**src/rtl/rng_pkg.sv**
```systemverilog
// Shared types and helpers for the range-limited random sampler.
package rng_pkg;

   localparam int OUT_W_DEF = 16;

   typedef enum logic [1:0] {
      IDLE  = 2'd0,
      SETUP = 2'd1,
      RUN   = 2'd2
   } rng_state_e;

   // Smallest 2^k-1 that covers rng-1; a range of 0 or 1 maps to mask 0.
   function automatic logic [31:0] mask_for(input logic [31:0] rng);
      logic [31:0] m;
      m = (rng == 32'd0) ? 32'd0 : rng - 32'd1;
      m = m | (m >> 1);
      m = m | (m >> 2);
      m = m | (m >> 4);
      m = m | (m >> 8);
      m = m | (m >> 16);
      return m;
   endfunction

endpackage

```
**src/rtl/rng_fifo.sv**
```systemverilog
// First-word-fall-through FIFO with a registered head and a synchronous flush.
module rng_fifo #(
   parameter  int W     = 16,
   parameter  int DEPTH = 4,
   localparam int AW    = $clog2(DEPTH),
   localparam int CW    = AW + 1
) (
   input  logic          CLK,
   input  logic          RESETL,
   input  logic          push,
   input  logic          pop,
   input  logic          flush,
   input  logic [W-1:0]  wr_data,
   output logic [W-1:0]  rd_data,
   output logic          full,
   output logic          empty,
   output logic [CW-1:0] fill
);

   logic [W-1:0]  mem [DEPTH];
   logic [AW-1:0] wr_ptr;
   logic [AW-1:0] rd_ptr;
   logic [AW-1:0] rd_ptr_n;
   logic [CW-1:0] cnt;
   logic [CW-1:0] cnt_n;
   logic [W-1:0]  head_q;
   logic [W-1:0]  head_n;
   logic          do_push;
   logic          do_pop;

   // A full FIFO still accepts a push when the head leaves in the same cycle.
   always_comb begin
      do_pop   = pop && (cnt != '0);
      do_push  = push && ((cnt != CW'(DEPTH)) || do_pop);
      rd_ptr_n = do_pop ? rd_ptr + AW'(1) : rd_ptr;
      cnt_n    = cnt;
      if (do_push && !do_pop)      cnt_n = cnt + CW'(1);
      else if (!do_push && do_pop) cnt_n = cnt - CW'(1);
      head_n   = (do_push && (wr_ptr == rd_ptr_n)) ? wr_data : mem[rd_ptr_n];
   end

   always_ff @(posedge CLK) begin
      if (do_push && !flush) mem[wr_ptr] <= wr_data;
   end

   always_ff @(posedge CLK or negedge RESETL) begin
      if (!RESETL) begin
         wr_ptr <= '0;
         rd_ptr <= '0;
         cnt    <= '0;
         head_q <= '0;
      end else if (flush) begin
         wr_ptr <= '0;
         rd_ptr <= '0;
         cnt    <= '0;
      end else begin
         if (do_push) wr_ptr <= wr_ptr + AW'(1);
         rd_ptr <= rd_ptr_n;
         cnt    <= cnt_n;
         // Head keeps its last value while the FIFO is empty.
         if (cnt_n != '0) head_q <= head_n;
      end
   end

   assign rd_data = head_q;
   assign full    = (cnt == CW'(DEPTH));
   assign empty   = (cnt == '0);
   assign fill    = cnt;

endmodule

```
**src/rtl/rng_range.sv**
```systemverilog
// Mask-and-reject sampler turning raw LFSR words into uniform values in [0, range).
module rng_range
   import rng_pkg::*;
#(
   parameter  int OUT_W = OUT_W_DEF,
   parameter  int DEPTH = 4,
   localparam int FW    = $clog2(DEPTH) + 1
) (
   input  logic             CLK,
   input  logic             RESETL,
   input  logic [31:0]      RAW_DATA,
   input  logic [OUT_W-1:0] RANGE_IN,
   input  logic             RANGE_LOAD,
   output logic [OUT_W-1:0] OUT_DATA,
   output logic             OUT_VALID,
   input  logic             OUT_READY,
   output logic [FW-1:0]    FILL,
   output logic [15:0]      REJECT_CNT,
   output rng_state_e       DBG_STATE
);

   rng_state_e       state_q;
   rng_state_e       state_d;
   logic [OUT_W-1:0] range_r;
   logic [OUT_W-1:0] mask_r;
   logic [31:0]      mask_full;
   logic [OUT_W-1:0] cand;
   logic             sample_en;
   logic             push;
   logic             reject;
   logic             fifo_full;
   logic             fifo_empty;
   logic             unused_ok;

   // A load pulse overrides every other transition.
   always_comb begin
      state_d = state_q;
      case (state_q)
         SETUP:   state_d = RUN;
         default: state_d = state_q;
      endcase
      if (RANGE_LOAD) state_d = (RANGE_IN != '0) ? SETUP : IDLE;
   end

   always_ff @(posedge CLK or negedge RESETL) begin
      if (!RESETL) state_q <= IDLE;
      else         state_q <= state_d;
   end

   assign mask_full = mask_for(32'(range_r));
   assign cand      = RAW_DATA[OUT_W-1:0] & mask_r;
   assign sample_en = (state_q == RUN) && !RANGE_LOAD;
   assign push      = sample_en && (cand < range_r);
   assign reject    = sample_en && (cand >= range_r);

   always_ff @(posedge CLK or negedge RESETL) begin
      if (!RESETL) begin
         range_r    <= '0;
         mask_r     <= '0;
         REJECT_CNT <= '0;
      end else if (RANGE_LOAD) begin
         range_r    <= RANGE_IN;
         REJECT_CNT <= '0;
      end else begin
         if (state_q == SETUP) mask_r <= mask_full[OUT_W-1:0];
         if (reject && (REJECT_CNT != 16'hFFFF)) REJECT_CNT <= REJECT_CNT + 16'd1;
      end
   end

   // Handshake: OUT_DATA is consumed at a rising edge where OUT_VALID && OUT_READY;
   // OUT_VALID comes from the registered occupancy, never from OUT_READY.
   rng_fifo #(
      .W     (OUT_W),
      .DEPTH (DEPTH)
   ) u_fifo (
      .CLK     (CLK),
      .RESETL  (RESETL),
      .push    (push),
      .pop     (OUT_READY),
      .flush   (RANGE_LOAD),
      .wr_data (cand),
      .rd_data (OUT_DATA),
      .full    (fifo_full),
      .empty   (fifo_empty),
      .fill    (FILL)
   );

   assign OUT_VALID = !fifo_empty;
   assign DBG_STATE = state_q;
   assign unused_ok = ^{RAW_DATA, mask_full, fifo_full};

endmodule

```
**config.mk**
```make
export PLATFORM = sky130hd
export DESIGN_NAME = rng_range
export DESIGN_NICKNAME = d
export VERILOG_FILES = /design/src/rtl/rng_pkg.sv /design/src/rtl/rng_fifo.sv /design/src/rtl/rng_range.sv
export SDC_FILE = /design/constraint.sdc
export NUM_CORES = 1
export LEC_CHECK = 0
export ABC_AREA = 1
export BUFFER_PORTS_ARGS = -buffer_cell sky130_fd_sc_hd__buf_2
export CORE_MARGIN = 3
export CORE_UTILIZATION = 25
export CTS_CLUSTER_SIZE = 20
export DETAILED_ROUTE_END_ITERATION = 10
export SETUP_SLACK_MARGIN = 0.15
export SLEW_MARGIN = 20
export SYNTH_ARGS = -nofsm -noshare
export SYNTH_HDL_FRONTEND = slang
export SYNTH_SLANG_ARGS = --single-unit
```
**constraint.sdc**
```tcl
create_clock -name CLK -period 3 [get_ports CLK]
set_input_delay 0 -clock CLK [delete_from_list [all_inputs] [get_ports CLK]]
set_output_delay 0 -clock CLK [all_outputs]
set_load 0.1 [all_outputs]
```
## Word level (Yosys, flattened, before mapping)

Memory sizes are Yosys's and may differ from the RTL's. A register that Yosys moved wholly into a read port is not among the register bits.
Index checks and enable logic that the tools add are counted.

| storage, ports and cells | value |
|---|---|
| bits in registers | 57 |
| RAM bits | 64 |
| input bits | 52 |
| output and inout bits | 38 |
| logic and storage cells | 67 |
| memories kept | 1 |

Memory list:

| memory | depth | bits a word | read ports | clocked after Yosys merged registers in | write ports | RTL line | RTL |
|---|---|---|---|---|---|---|---|
| u_fifo.mem | 4 | 16 | 1 | 1 | 1 | rng_fifo.sv:20 | `logic [W-1:0] mem [DEPTH];` |

| cells by class | value |
|---|---|
| multiplexer cells | 15 |
| reductions and logical operators | 25 |
| add/subtract/negate cells | 6 |
| bitwise gates (word level) | 7 |
| magnitude comparators | 2 |
| equality and inequality tests | 4 |

Operators by type and width:

| operator | count |
|---|---|
| $mux 16 | 2 |
| $mux 32 | 1 |
| $or 32x24->32 | 1 |
| $or 32x28->32 | 1 |
| $or 32x30->32 | 1 |
| $or 32x31->32 | 1 |
| $sub 16x1->17 const B | 1 |
| $add 16x1->16 const B | 1 |
| $and 16x16->16 | 1 |
| $ge 16x16->1 | 1 |
| $logic_not 16->1 | 1 |
| $lt 16x16->1 | 1 |
| $ne 16x16->1 const B | 1 |
| $or 16x16->16 | 1 |
| $reduce_bool 16->1 | 1 |
| $mux 2 | 6 |
| $logic_and 1x1->1 | 9 |
| $mux 3 | 3 |
| $reduce_bool 2->1 | 3 |
| $reduce_bool 3->1 | 2 |
| $logic_not 1->1 | 5 |
| $add 2x1->2 const B | 2 |
| $reduce_and 2->1 | 2 |
| $add 3x1->3 const B | 1 |
| other kinds (8) | 10 |

## Depth between registers and ports, before layout

Gate-level depths: netlist (run 1).

| logic depth | value |
|---|---|
| depth after elaboration | 10 |
| gate-level depth with buffers | 20 |
| gate-level depth less buffers | 19 |

## Modules after synthesis

Synthesis (run 1) repeated with hierarchy kept, for this count alone.

| second synthesis, totals | value |
|---|---|
| cells, all modules | 964 |
| area total of the unflattened synthesis | 7766.2 µm² |

Modules (own cells, without submodules):

| module | area an instance (µm²) | sequential area each (µm²) | cells each | times used |
|---|---|---|---|---|
| rng_fifo | 4234.1 | 2497.4 | 442 | 1 |
| rng_range | 3532.1 | 1251.2 | 522 | 1 |

## Least setup slack after synthesis (run 1)

Ideal clock, no wire load.

| path | value |
|---|---|
| kind | register to register |
| start | register u_fifo.cnt[0], in the netlist u_fifo.fill[0] |
| end | register u_fifo.head_q[0], in the netlist u_fifo.rd_data[0] (read register of u_fifo.mem) |
| slack | -0.183 ns |
| arrival | 3.060 ns |
| buffers on the path | 1 |
| setup time | 0.124 ns |
| clock period less this slack | 3.183 ns |
| data required time | 2.876 ns |
| stages on the path, launching flop included | 15 |
| path through | dfrtp_1 > inv_1 > ha_1 > nand2_2 > nand2_4 > inv_6 > nand2_4 > xnor2_4 > xor2_2 > nor3_4 > buf_6 > nand2_2 > o21a_1 > nand2_1 > nand2_1 |

| on the way | value |
|---|---|
| longest elaborated chain between the ends | 10 |
| elaborated cells between the ends (all ways) | 16 |
| those cells by class | add/sub: 2; eq/ne: 1; mux: 3; reduce/logical: 10 |

Ends and longest elaborated chain:

| what | RTL line | RTL |
|---|---|---|
| start: declaration | rng_fifo.sv:24 | `logic [CW-1:0] cnt;` |
| start signal: assignment | rng_fifo.sv:59 | `cnt <= cnt_n;` |
| $reduce_bool 3->1 | rng_fifo.sv:33 | `do_pop = pop && (cnt != '0);` |
| $logic_and 1x1->1 | rng_fifo.sv:33 |  |
| $logic_or 1x1->1 | rng_fifo.sv:34 | `do_push = push && ((cnt != CW'(DEPTH)) \|\| do_pop);` |
| $logic_and 1x1->1 | rng_fifo.sv:34 |  |
| $logic_not 1->1 | rng_fifo.sv:38 | `else if (!do_push && do_pop) cnt_n = cnt - CW'(1);` |
| $logic_and 1x1->1 | rng_fifo.sv:38 |  |
| $mux 3 | rng_fifo.sv:38 |  |
| $mux 3 | rng_fifo.sv:37 | `if (do_push && !do_pop) cnt_n = cnt + CW'(1);` |
| $reduce_bool 3->1 | rng_fifo.sv:61 | `if (cnt_n != '0) head_q <= head_n;` |
| $reduce_and 2->1 (no source line) | -- |  |
| end: declaration | rng_fifo.sv:26 | `logic [W-1:0] head_q;` |

Parallel ways exist; a longest one is shown, timed or not.
A chain may end at the register's enable or synchronous reset.

## Worst setup path in the final report (run 1)

| path | value |
|---|---|
| start | register mask_r[14] |
| end | register REJECT_CNT[12] |

| on the way | value |
|---|---|
| longest elaborated chain between the ends | 5 |

Ends and longest elaborated chain:

| what | RTL line | RTL |
|---|---|---|
| start: declaration | rng_range.sv:25 | `logic [OUT_W-1:0] mask_r;` |
| start signal: assignment | rng_range.sv:65 | `if (state_q == SETUP) mask_r <= mask_full[OUT_W-1:0];` |
| $and 16x16->16 | rng_range.sv:51 | `assign cand = RAW_DATA[OUT_W-1:0] & mask_r;` |
| named net cand[14] | rng_range.sv:27 | `logic [OUT_W-1:0] cand;` |
| $ge 16x16->1 | rng_range.sv:54 | `assign reject = sample_en && (cand >= range_r);` |
| $logic_and 1x1->1 | rng_range.sv:54 |  |
| $logic_and 1x1->1 | rng_range.sv:66 | `if (reject && (REJECT_CNT != 16'hFFFF)) REJECT_CNT <= REJECT_CNT + 16'd1;` |
| $reduce_bool 2->1 (no source line) | -- |  |
| end signal: assignment | rng_range.sv:66 |  |
| end: declaration | rng_range.sv:18 | `output logic [15:0] REJECT_CNT,` |

The timed path passes the listed nets, and every way through them passes these cells.

==> flow_summary_export.csv, run 1 <==
group,metric,value,unit
final_layout,final_common_cell,"nand2_1",
timing,fmax,375.5,MHz
worst_setup_path,r2r-start,"mask_r[14]",
final_layout,finalInstanceArea,8846,sq um
drt,wl_per_cell,14.42,um
final_layout,area_growth,23.30,%
floorplan,die_w,175.4,um
timing,timing.final.ws_setup,0.3371,ns
synth,synth_flop_cell,"dfrtp_1",
cts,cts_sinks,137,
final_layout,seqCellArea,3752,sq um
drt,drtPass1Iterations,5,
grt,grt_max_degree,74,
floorplan,core-area,28010,sq um
cts,root_buffer,"clkbuf_16",
pwr,leakage,3.883,nW
floorplan,ios,90,
floorplan,fp.dieH,175.4,um
pwr,p_per_area,821.2,nW/um^2
final_layout,nFillCells,2894,
grt,grt_pass1_wl,29350,um
timing,drv_slew,0,
worst_setup_path,worst_setup_path_start_kind,"flip-flop",
synth,synth_top_area_frac,0.2679,
synth,avgSynthCellArea,8.968,sq um
worst_setup_path,crit_fanout,8,
place,dpl_cell_area,8000,sq um
worst_hold_path,hold_start,"RAW_DATA[7]",
cts,numCtsBuffers,17,
worst_setup_path,startpoint,"mask_r[14]",
floorplan,num_rows,61,
synth,synthArstFlopShare,0.5328,
grt,grt_pass1_vias,5366,
timing,setup_viol,0,
synth,yosys_warnings,0,
drt,drc,0,
drt,via_per_inst,4.531,
timing,rsz0062_at_grt,"true",
timing,tightest_slew,0.9639,ns
synth,synth_edf_count,64,
flow_run,drv_cap,0,
cts,cts_tree,"done",
grt,grt_overflow_total,0,
grt,antenna_found_initial,0,
worst_setup_path,rrSetupSlack,0.34,ns
timing,fin_crit,2.663,ns
synth,synth_top_area_cell,"edfxtp_1",
synth,synthCells,800,
place,place_congestion,0.8499,
synth,synth-seq-cells,137,
worst_setup_path,end_kind,"flip-flop",
worst_setup_path,cp.required,3.32,ns
cts,cts.htree.levels,4,
final_layout,final_cell_mix,"nand2_1 (187), inv_1 (81), nor2_1 (75), buf_2 (72), o21ai_0 (71)",
floorplan,dieArea,30770,sq um
final_layout,drive_gt1_frac,0.1723,
drt,routed_wl,18670,um
timing,slew_headroom,0.3574,
worst_hold_path,hold_path_class,"input port to flip-flop",
timing,tns,0,ns
floorplan,start_util,0.2561,
drt,ant_nets,0,
cts,ctsLongestPathBuffers,2,
place,portBuffers,73,
drt,first_iter_violations,409,
cts,clock_latency,0.42,ns
timing,finClkSkew,0.01129,ns
worst_setup_path,cp_data_arrival_time,2.98,ns
place,dpl.hpwl,13100,um
synth,yosysUniqueCellTypes,44,
synth,ys_seq_area_frac,0.5225,
synth,synth_area,7174,sq um
final_layout,antenna_cells,0,
timing,fin_crit_sh,0.8876,
final_layout,multi_input_area,3003,sq um
grt,grtUsageTotal,0.1207,
cts,clkSlewWorstSetupHoldPaths,0.07,ns
status,outcome,"completed",
final_layout,fin_nets,982,
synth,syn_nets,878,
drt,vias,5868,
final_layout,fin_util,0.3158,
timing,finalHoldViolCount,0,
synth,synthTopCellsByArea,"edfxtp_1 (27%), dfrtp_1 (25%), nand2_1 (9.8%), o21ai_0 (5.0%), ha_1 (4.5%)",
place,place_ws,0.2442,ns
worst_setup_path,critPathKind,"flip-flop to flip-flop",
pwr,peakVddDrop,0.4641,mV
## state kept, by name, summed over array words and instances, names as in the netlist
| signal | count |
|---|---|
| u_fifo.mem | 64 |
| u_fifo.rd_ptr | 2 |
| range_r | 16 |
| mask_r | 16 |
| u_fifo.fill | 3 |
| REJECT_CNT | 16 |
| DBG_STATE | 2 |
| u_fifo.wr_ptr | 2 |
| u_fifo.rd_data | 16 |
## routing by layer
| metal | track usage | wire length [um] | up-vias | share of wire |
|---|---|---|---|---|
| met2 | 0.1827 | 8161 | 168 | 0.44 |
| met1 | 0.1766 | 9325 | 2770 | 0.50 |
| li1 | - | - | 2918 | - |
| met3 | 0.02486 | 1007 | 12 | 0.054 |
| met4 | 0.02926 | 174 | 0 | 0.0093 |
| met5 | 0 | 0 | - | 0 |
## layout make-up
cell class,count,area share
sequential,137,0.4242
multi-input combinational,552,0.3395
timing repair buffer,108,0.07836
tap,378,0.05347
clock buffer,17,0.04809
inverter,87,0.03791
clock inverter,15,0.01768
timing repair inverter,1,0.0008487
## logic make-up after synthesis
logic type,Yosys count,synth area share
DFF,137,0.5225
AOI/OAI and AO/OA,137,0.1111
buffers and inverters,112,0.06488
adders and majority gates,26,0.04534
and+or+nand+nor,375,0.2367
xor gates and xnor gates,13,0.01953
## final timing paths
path | endpoint | cells past startpoint
max | REJECT_CNT[12] | 11
min | u_fifo.mem[2][7] | 3
max reg2reg | REJECT_CNT[12] | 11
min reg2reg | mask_r[5] | 2
max in group asynchronous | u_fifo.fill[0] | 2
min in group asynchronous | REJECT_CNT[13] | 2
## Yosys cell counts (2+ instances only)
| cell | instances |
|---|---|
| buf_1 | 2 |
| inv_2 | 3 |
| a21oi_1 | 20 |
| o21a_1 | 18 |
| xnor2_1 | 3 |
| nor3_4 | 2 |
| nand3_2 | 3 |
| nand4_1 | 28 |
| buf_6 | 4 |
| dfrtp_1 | 73 |
| nand3_1 | 43 |
| nand2_2 | 7 |
| o31ai_1 | 2 |
| nand2_1 | 188 |
| xor2_1 | 8 |
| buf_2 | 8 |
| ha_1 | 26 |
| nand2_4 | 3 |
| o21ai_0 | 71 |
| o22ai_1 | 16 |
| edfxtp_1 | 64 |
| clkbuf_1 | 11 |
| nor2_1 | 76 |
| nor3_1 | 11 |
| nor2_2 | 2 |
| nor4_1 | 7 |
| a2bb2oi_1 | 2 |
| inv_1 | 83 |
## worst max-delay path, stage by stage, from the launching register on
cell and delay [ns]:
dfrtp_1 0.39, nand2_1 0.08, inv_1 0.11, ha_1 0.30, nand2_1 0.06, inv_1 0.05, nand3_1 0.16, o311ai_2 0.60
nand2_2 0.24, nor2_2 0.25, nand3_1 0.13, o21a_1 0.19
## power by group
part	internal, mW	switching, mW	leakage, nW	total [mW]
Combinational	0.701	2.17	2.12	2.87
Sequential	2.20	0.129	1.48	2.32
Clock	1.18	0.894	0.285	2.07
Total	4.07	3.19	3.88	7.26
## metrics by stage
step	std cells	power (mW)	hold WS [ns]
2_1_floorplan	800	4.575	-0.2956
6_report	1295	7.265	0.02428
5_1_grt	1295	7.674	0.02106
4_1_cts	1291	7.257	0.01590
3_3_place_gp	1239	5.114	0.2212
3_5_place_dp	1239	5.151	0.2260
## timing repair
action	4_1_cts	5_1_grt
endpoints found under the setup margin	0	18
buffers inserted	0	2
hold buffers	20	0
gates resized for setup	0	8
endpoints found under the hold margin	102	0
(Power assumes the default switching activity.)
==> inputs of run 2 (changes only) <==
CORE_MARGIN = 5   (was 3)
==> run 2 against run 1 <==
Compared with the run above:
- count of clock-buffer cells in the layout is 1 higher
- final cell count hardly changed
- die area grew 4.6%
- critical path type unchanged
- final area fell by 0.40%
- hold slack worse by 0.011 ns
- worst setup slack better by 0.074 ns
- fmax increased by 2.9%
- clock power fell by 2%
==> flow_summary_export.csv, run 2 (synthesized netlist as in run 1, its figures left out) <==
group,metric,value,unit
flow_run,drv_cap,0,
floorplan,die_w,179.4,um
drt,first_iter_violations,455,
drt,met1Wirelength,9369,um
final_layout,area_growth,22.81,%
final_layout,final_cell_mix,"nand2_1 (187), inv_1 (81), nor2_1 (75), buf_2 (72), o21ai_0 (71)",
timing,tns,0,ns
place,place_congestion,0.8775,
floorplan,dieArea,32190,sq um
final_layout,antenna_cells,0,
floorplan,num_rows,62,
final_layout,instances_no_fill,1296,
worst_setup_path,r2r-start,"mask_r[15]",
final_layout,fin_util,0.3086,
pwr,internal_power,4.019,mW
grt,grt_pass1_wl,30570,um
worst_setup_path,worst_setup_path_start_kind,"flip-flop",
cts,ctsLongestPathBuffers,2,
drt,vias,5840,
timing,finClkSkew,0.01205,ns
floorplan,ios,90,
worst_setup_path,startpoint,"mask_r[15]",
cts,clkSlewWorstSetupHoldPaths,0.07,ns
cts,root_buffer,"clkbuf_16",
worst_hold_path,hold_path_class,"input port to flip-flop",
grt,grt_max_degree,74,
pwr,switching_power,3.211,mW
drt,wl_met2,8164,um
floorplan,fp.dieH,179.4,um
grt,antenna_found_initial,0,
cts,cts_sinks,137,
worst_setup_path,crit_fanout,32,
timing,fin_crit_sh,0.8629,
final_layout,final_common_cell,"nand2_1",
cts,cts.htree.levels,4,
drt,wl_per_cell,14.56,um
cts,cts_tree,"done",
final_layout,fin_nets,977,
pwr,peakVddDrop,0.4787,mV
timing,rsz0062_at_grt,"false",
pwr,leakage,3.863,nW
pwr,p_sw_frac,0.4441,
timing,slew_headroom,0.5301,
final_layout,largest_reg_flops,64,
drt,drtPass1Iterations,8,
place,dpl_cell_area,8020,sq um
pwr,p_comb_frac,0.398,
place,placedCellCount,1245,
pwr,power.share.clock,0.281,
timing,setup_viol,0,
floorplan,start_util,0.2513,
grt,grtUsageTotal,0.1165,
timing,fmax,386.3,MHz
drt,ant_nets,0,
worst_setup_path,critPathKind,"flip-flop to flip-flop",
floorplan,core-area,28550,sq um
drt,routed_wl,18870,um
final_layout,finalInstanceArea,8811,sq um
cts,numCtsBuffers,17,
worst_setup_path,cp_data_arrival_time,2.90,ns
final_layout,drive_gt1_frac,0.1732,
timing,drv_slew,0,
worst_setup_path,cp.required,3.31,ns
place,dpl.hpwl,13430,um
grt,grt_pass1_vias,5594,
drt,topRoutingLayerUsed,"met4",
worst_setup_path,end_kind,"flip-flop",
timing,finalHoldViolCount,0,
drt,drc,0,
status,outcome,"completed",
cts,clock_latency,0.42,ns
drt,wl_met3,1126,um
place,portBuffers,73,
pwr,pwr-share-seq,0.321,
grt,grt_overflow_total,0,
final_layout,top_register,"u_fifo.mem",
worst_hold_path,hold_start,"RAW_DATA[10]",
timing,tightest_slew,0.7048,ns
drt,via_per_inst,4.506,
pwr,p_per_area,820.6,nW/um^2
timing,fin_crit,2.589,ns
[run 2: changes by cell type in the layout (fill, tap and decap cells not counted), sizes merged]
cell,change
buf,-1
bufinv,-1
clkbuf,+1
clkinv,-1
dlygate4sd3,-3
inv,+1
nand3,-1
[run 2: power by group through the flow]
stage	Sequential (mW)	Combinational, mW	Clock [mW]
2_1_floorplan	3.25	1.32	0
5_1_grt	2.35	3.13	2.17
3_3_place_gp	2.36	2.78	0
4_1_cts	2.33	2.84	2.07
3_5_place_dp	2.36	2.81	0
6_report	2.32	2.88	2.03
[run 2: final timing paths]
check                                          end  slack (ns)  depth (start not counted)
max in group asynchronous            REJECT_CNT[7]        2.33                          2
worst min-delay path             u_fifo.mem[1][10]        0.01                          3
worst max register to register  u_fifo.rd_data[15]        0.41                         13
min in group asynchronous           u_fifo.fill[2]        0.17                          2
worst max-delay path            u_fifo.rd_data[15]        0.41                         13
worst min register to register           mask_r[0]        0.48                          2
[run 2: what timing repair did]
| item | 4_1_cts | 5_1_grt |
|---|---|---|
| setup endpoints to repair | 0 | 16 |
| setup buffers | 0 | 1 |
| gates resized for setup | 0 | 10 |
| endpoints found under the hold margin | 90 | 0 |
| hold buffers | 17 | 0 |
[run 2: through the flow]
stage | setup WS [ns] | hold slack [ns] | power [mW]
finish | 0.4114 | 0.01321 | 7.231
global route | 0.1866 | 0.01069 | 7.656
global placement | 0.3353 | 0.2154 | 5.141
detailed placement | 0.2783 | 0.2274 | 5.176
CTS | 0.2650 | 0.002808 | 7.239
floorplan | 0.2901 | -0.2956 | 4.575
[run 2: critical path: stages, from the launching register on]
cell and delay, ns:
dfrtp_1 0.40, nand2_1 0.10, inv_1 0.12, ha_1 0.32, a21oi_1 0.14, o21ai_0 0.15, nor2_4 0.22, nand4_4 0.20
nor3_4 0.24, buf_12 0.21, nand2_1 0.10, o21a_1 0.14, nand2_1 0.07, nand2_1 0.05
[run 2: cell type report]
| class | instances | area (sq um) |
|---|---|---|
| Tap cell | 384 | 480.5 |
| Inverter | 87 | 335.3 |
| Sequential cell | 137 | 3752 |
| Timing Repair inverter | 1 | 7.507 |
| Fill cell | 3064 | 19740 |
| Clock buffer | 18 | 439.2 |
| Clock inverter | 14 | 125.1 |
| Multi-Input combinational cell | 551 | 2995 |
| Timing Repair Buffer | 104 | 675.6 |
[run 2: metal layers]
metal,vias up,GRT usage
li1,2908,-
met1,2743,0.1742
met3,11,0.02749
met2,178,0.1697
met5,-,0
met4,0,0.02926
==> inputs of run 3 (changes only) <==
CELL_PAD_IN_SITES_DETAIL_PLACEMENT = 1   (was unset)
CELL_PAD_IN_SITES_GLOBAL_PLACEMENT = 1   (was unset)
PLACE_DENSITY_LB_ADDON = 0.1   (was unset)
==> run 3 against run 2 <==
Compared with the run above:
- die area unchanged
- first-iteration DRC count decreased by 59%
- critical path type unchanged
- utilization increased by 0.59 points
- hold slack improved by 0.0058 ns
- critical path depth increased by 2
- non-clock buffer count increased by 17
==> flow_summary_export.csv, run 3 (synthesized netlist as in run 1, its figures left out) <==
group,metric,value,unit
status,outcome,"completed",
floorplan,dieArea,32190,sq um
floorplan,ios,90,
cts,clkSlewWorstSetupHoldPaths,0.06,ns
final_layout,antenna_cells,0,
pwr,p_comb_frac,0.406,
timing,finClkSkew,0.01292,ns
place,placedCellCount,1258,
grt,grt_overflow_total,0,
cts,clock_latency,0.42,ns
drt,drc,0,
drt,routed_wl,22000,um
worst_setup_path,crit_path_top_delay_cell,"dfrtp_1",
cts,cts.htree.levels,4,
timing,finalHoldViolCount,0,
drt,drtPass1Iterations,4,
worst_setup_path,critPathKind,"flip-flop to flip-flop",
final_layout,largest_reg_flops,64,
pwr,power.share.clock,0.276,
grt,grt_pass1_wl,34610,um
final_layout,drive_gt1_frac,0.1819,
timing,fin_crit_sh,0.8769,
pwr,switching_power,3.194,mW
final_layout,instances_no_fill,1313,
worst_setup_path,cp_data_arrival_time,2.94,ns
cts,root_buffer,"clkbuf_16",
timing,tightest_slew,0.7240,ns
timing,setup_viol,0,
grt,antenna_found_initial,0,
flow_run,drv_cap,0,
pwr,power,7.295,mW
final_layout,top_register,"u_fifo.mem",
cts,numCtsBuffers,17,
worst_setup_path,crit_path_frequent_cell,"nand2_1",
grt,grt_max_degree,50,
final_layout,final_common_cell,"nand2_1",
final_layout,area_growth,25.17,%
worst_setup_path,cp.required,3.31,ns
worst_setup_path,crit_fanout,32,
drt,first_iter_violations,186,
worst_setup_path,worst_setup_path_start_kind,"flip-flop",
grt,use_met2,0.2264,
worst_setup_path,end_kind,"flip-flop",
grt,met3_usage,0.02567,
timing,rsz0062_at_grt,"false",
pwr,internal_power,4.100,mW
pwr,p_sw_frac,0.4379,
timing,fin_crit,2.631,ns
place,place_congestion,0.7403,
pwr,p_per_area,812.4,nW/um^2
place,dpl_cell_area,8160,sq um
pwr,leakage,3.985,nW
final_layout,final_cell_mix,"nand2_1 (187), inv_1 (83), nor2_1 (76), buf_2 (72), o21ai_0 (71)",
cts,ctsLongestPathBuffers,2,
cts,cts_sinks,137,
drt,vias,5781,
grt,grtUsageTotal,0.1365,
grt,grt_pass1_vias,6109,
place,portBuffers,73,
pwr,pwr-share-seq,0.318,
timing,tns,0,ns
worst_setup_path,slowest_delay,0.38,ns
grt,top_usage_layer,"met2",
drt,wl_per_cell,16.76,um
worst_hold_path,hold_path_class,"input port to flip-flop",
final_layout,finalInstanceArea,8980,sq um
grt,globalRouteMet1Util,0.1872,
floorplan,fp.dieH,179.4,um
worst_setup_path,crit_chain,"nand2_1 > inv_1 > ha_1 > a21oi_1 > nor2_1 > nor2_1 > nand2_1 > nand2_2 > nand4_4 > nor3_4 > buf_12 > nand2_1 > o21a_1 > nand2_1 > nand2_1",
final_layout,fin_nets,994,
timing,slew_headroom,0.5173,
floorplan,core-area,28550,sq um
drt,via_per_inst,4.403,
timing,drv_slew,0,
floorplan,start_util,0.2513,
floorplan,num_rows,62,
drt,ant_nets,0,
pwr,peakVddDrop,0.3743,mV
place,dpl.hpwl,15800,um
floorplan,die_w,179.4,um
timing,fmax,380.1,MHz
cts,cts_tree,"done",
-- run 3: worst max-delay path, delay by kind of cell, from the launching register on --
family | cells | cell delay [ns]
DFF | 1 | 0.38
adders and majority gates | 1 | 0.31
AOI/OAI and AO/OA | 2 | 0.31
and+or+nand+nor | 10 | 1.13
buffers and inverters | 2 | 0.36
-- run 3: layout make-up --
| cell class | count | area [sq um] |
|---|---|---|
| fill | 3376 | 19570 |
| tap | 384 | 480.5 |
| multi-input combinational | 552 | 3020 |
| timing repair buffer | 121 | 842.1 |
| clock inverter | 14 | 123.9 |
| sequential | 137 | 3752 |
| inverter | 87 | 331.6 |
| clock buffer | 18 | 429.2 |
-- run 3: routing by layer --
layer,up-vias,routed length [um]
li1,2934,-
met2,63,10390
met1,2778,11050
met5,-,0
met3,6,446
met4,0,116
-- run 3: power groups by stage --
stage | Combinational [mW] | Clock, mW | Sequential (mW)
global placement | 2.94 | 0 | 2.36
global route | 3.24 | 2.16 | 2.35
CTS | 2.98 | 2.07 | 2.32
finish | 2.96 | 2.01 | 2.32
floorplan | 1.32 | 0 | 3.25
detailed placement | 2.95 | 0 | 2.36
-- run 3: stage by stage --
stage / worst slack [ns] / hold slack [ns] / utilization
after floorplan: 0.2901 / -0.2956 / -
after global placement: 0.2695 / 0.1281 / 0.2859
after CTS: 0.2176 / 0.003723 / 0.3119
final: 0.3693 / 0.01897 / 0.3146
after detailed placement: 0.2332 / 0.1230 / 0.2859
after global routing: 0.1532 / 0.02723 / 0.3146
-- run 3: what timing repair did --
item                                   in CTS  in global routing
gates resized for setup                     0                  7
buffers inserted                            0                  3
setup endpoints to repair                   0                 26
endpoints found under the hold margin      72                  0
hold buffers                               19                  0
-- run 3: path summary, 6_finish.rpt --
kind	from	end	slack [ns]	depth (start not counted)
max	mask_r[5]	u_fifo.rd_data[1]	0.37	15
min	RAW_DATA[8]	u_fifo.mem[0][8]	0.02	3
max reg2reg	mask_r[5]	u_fifo.rd_data[1]	0.37	15
min reg2reg	mask_r[0]	mask_r[0]	0.49	2
max in group asynchronous	RESETL	mask_r[9]	2.11	3
min in group asynchronous	RESETL	u_fifo.rd_data[5]	0.19	2
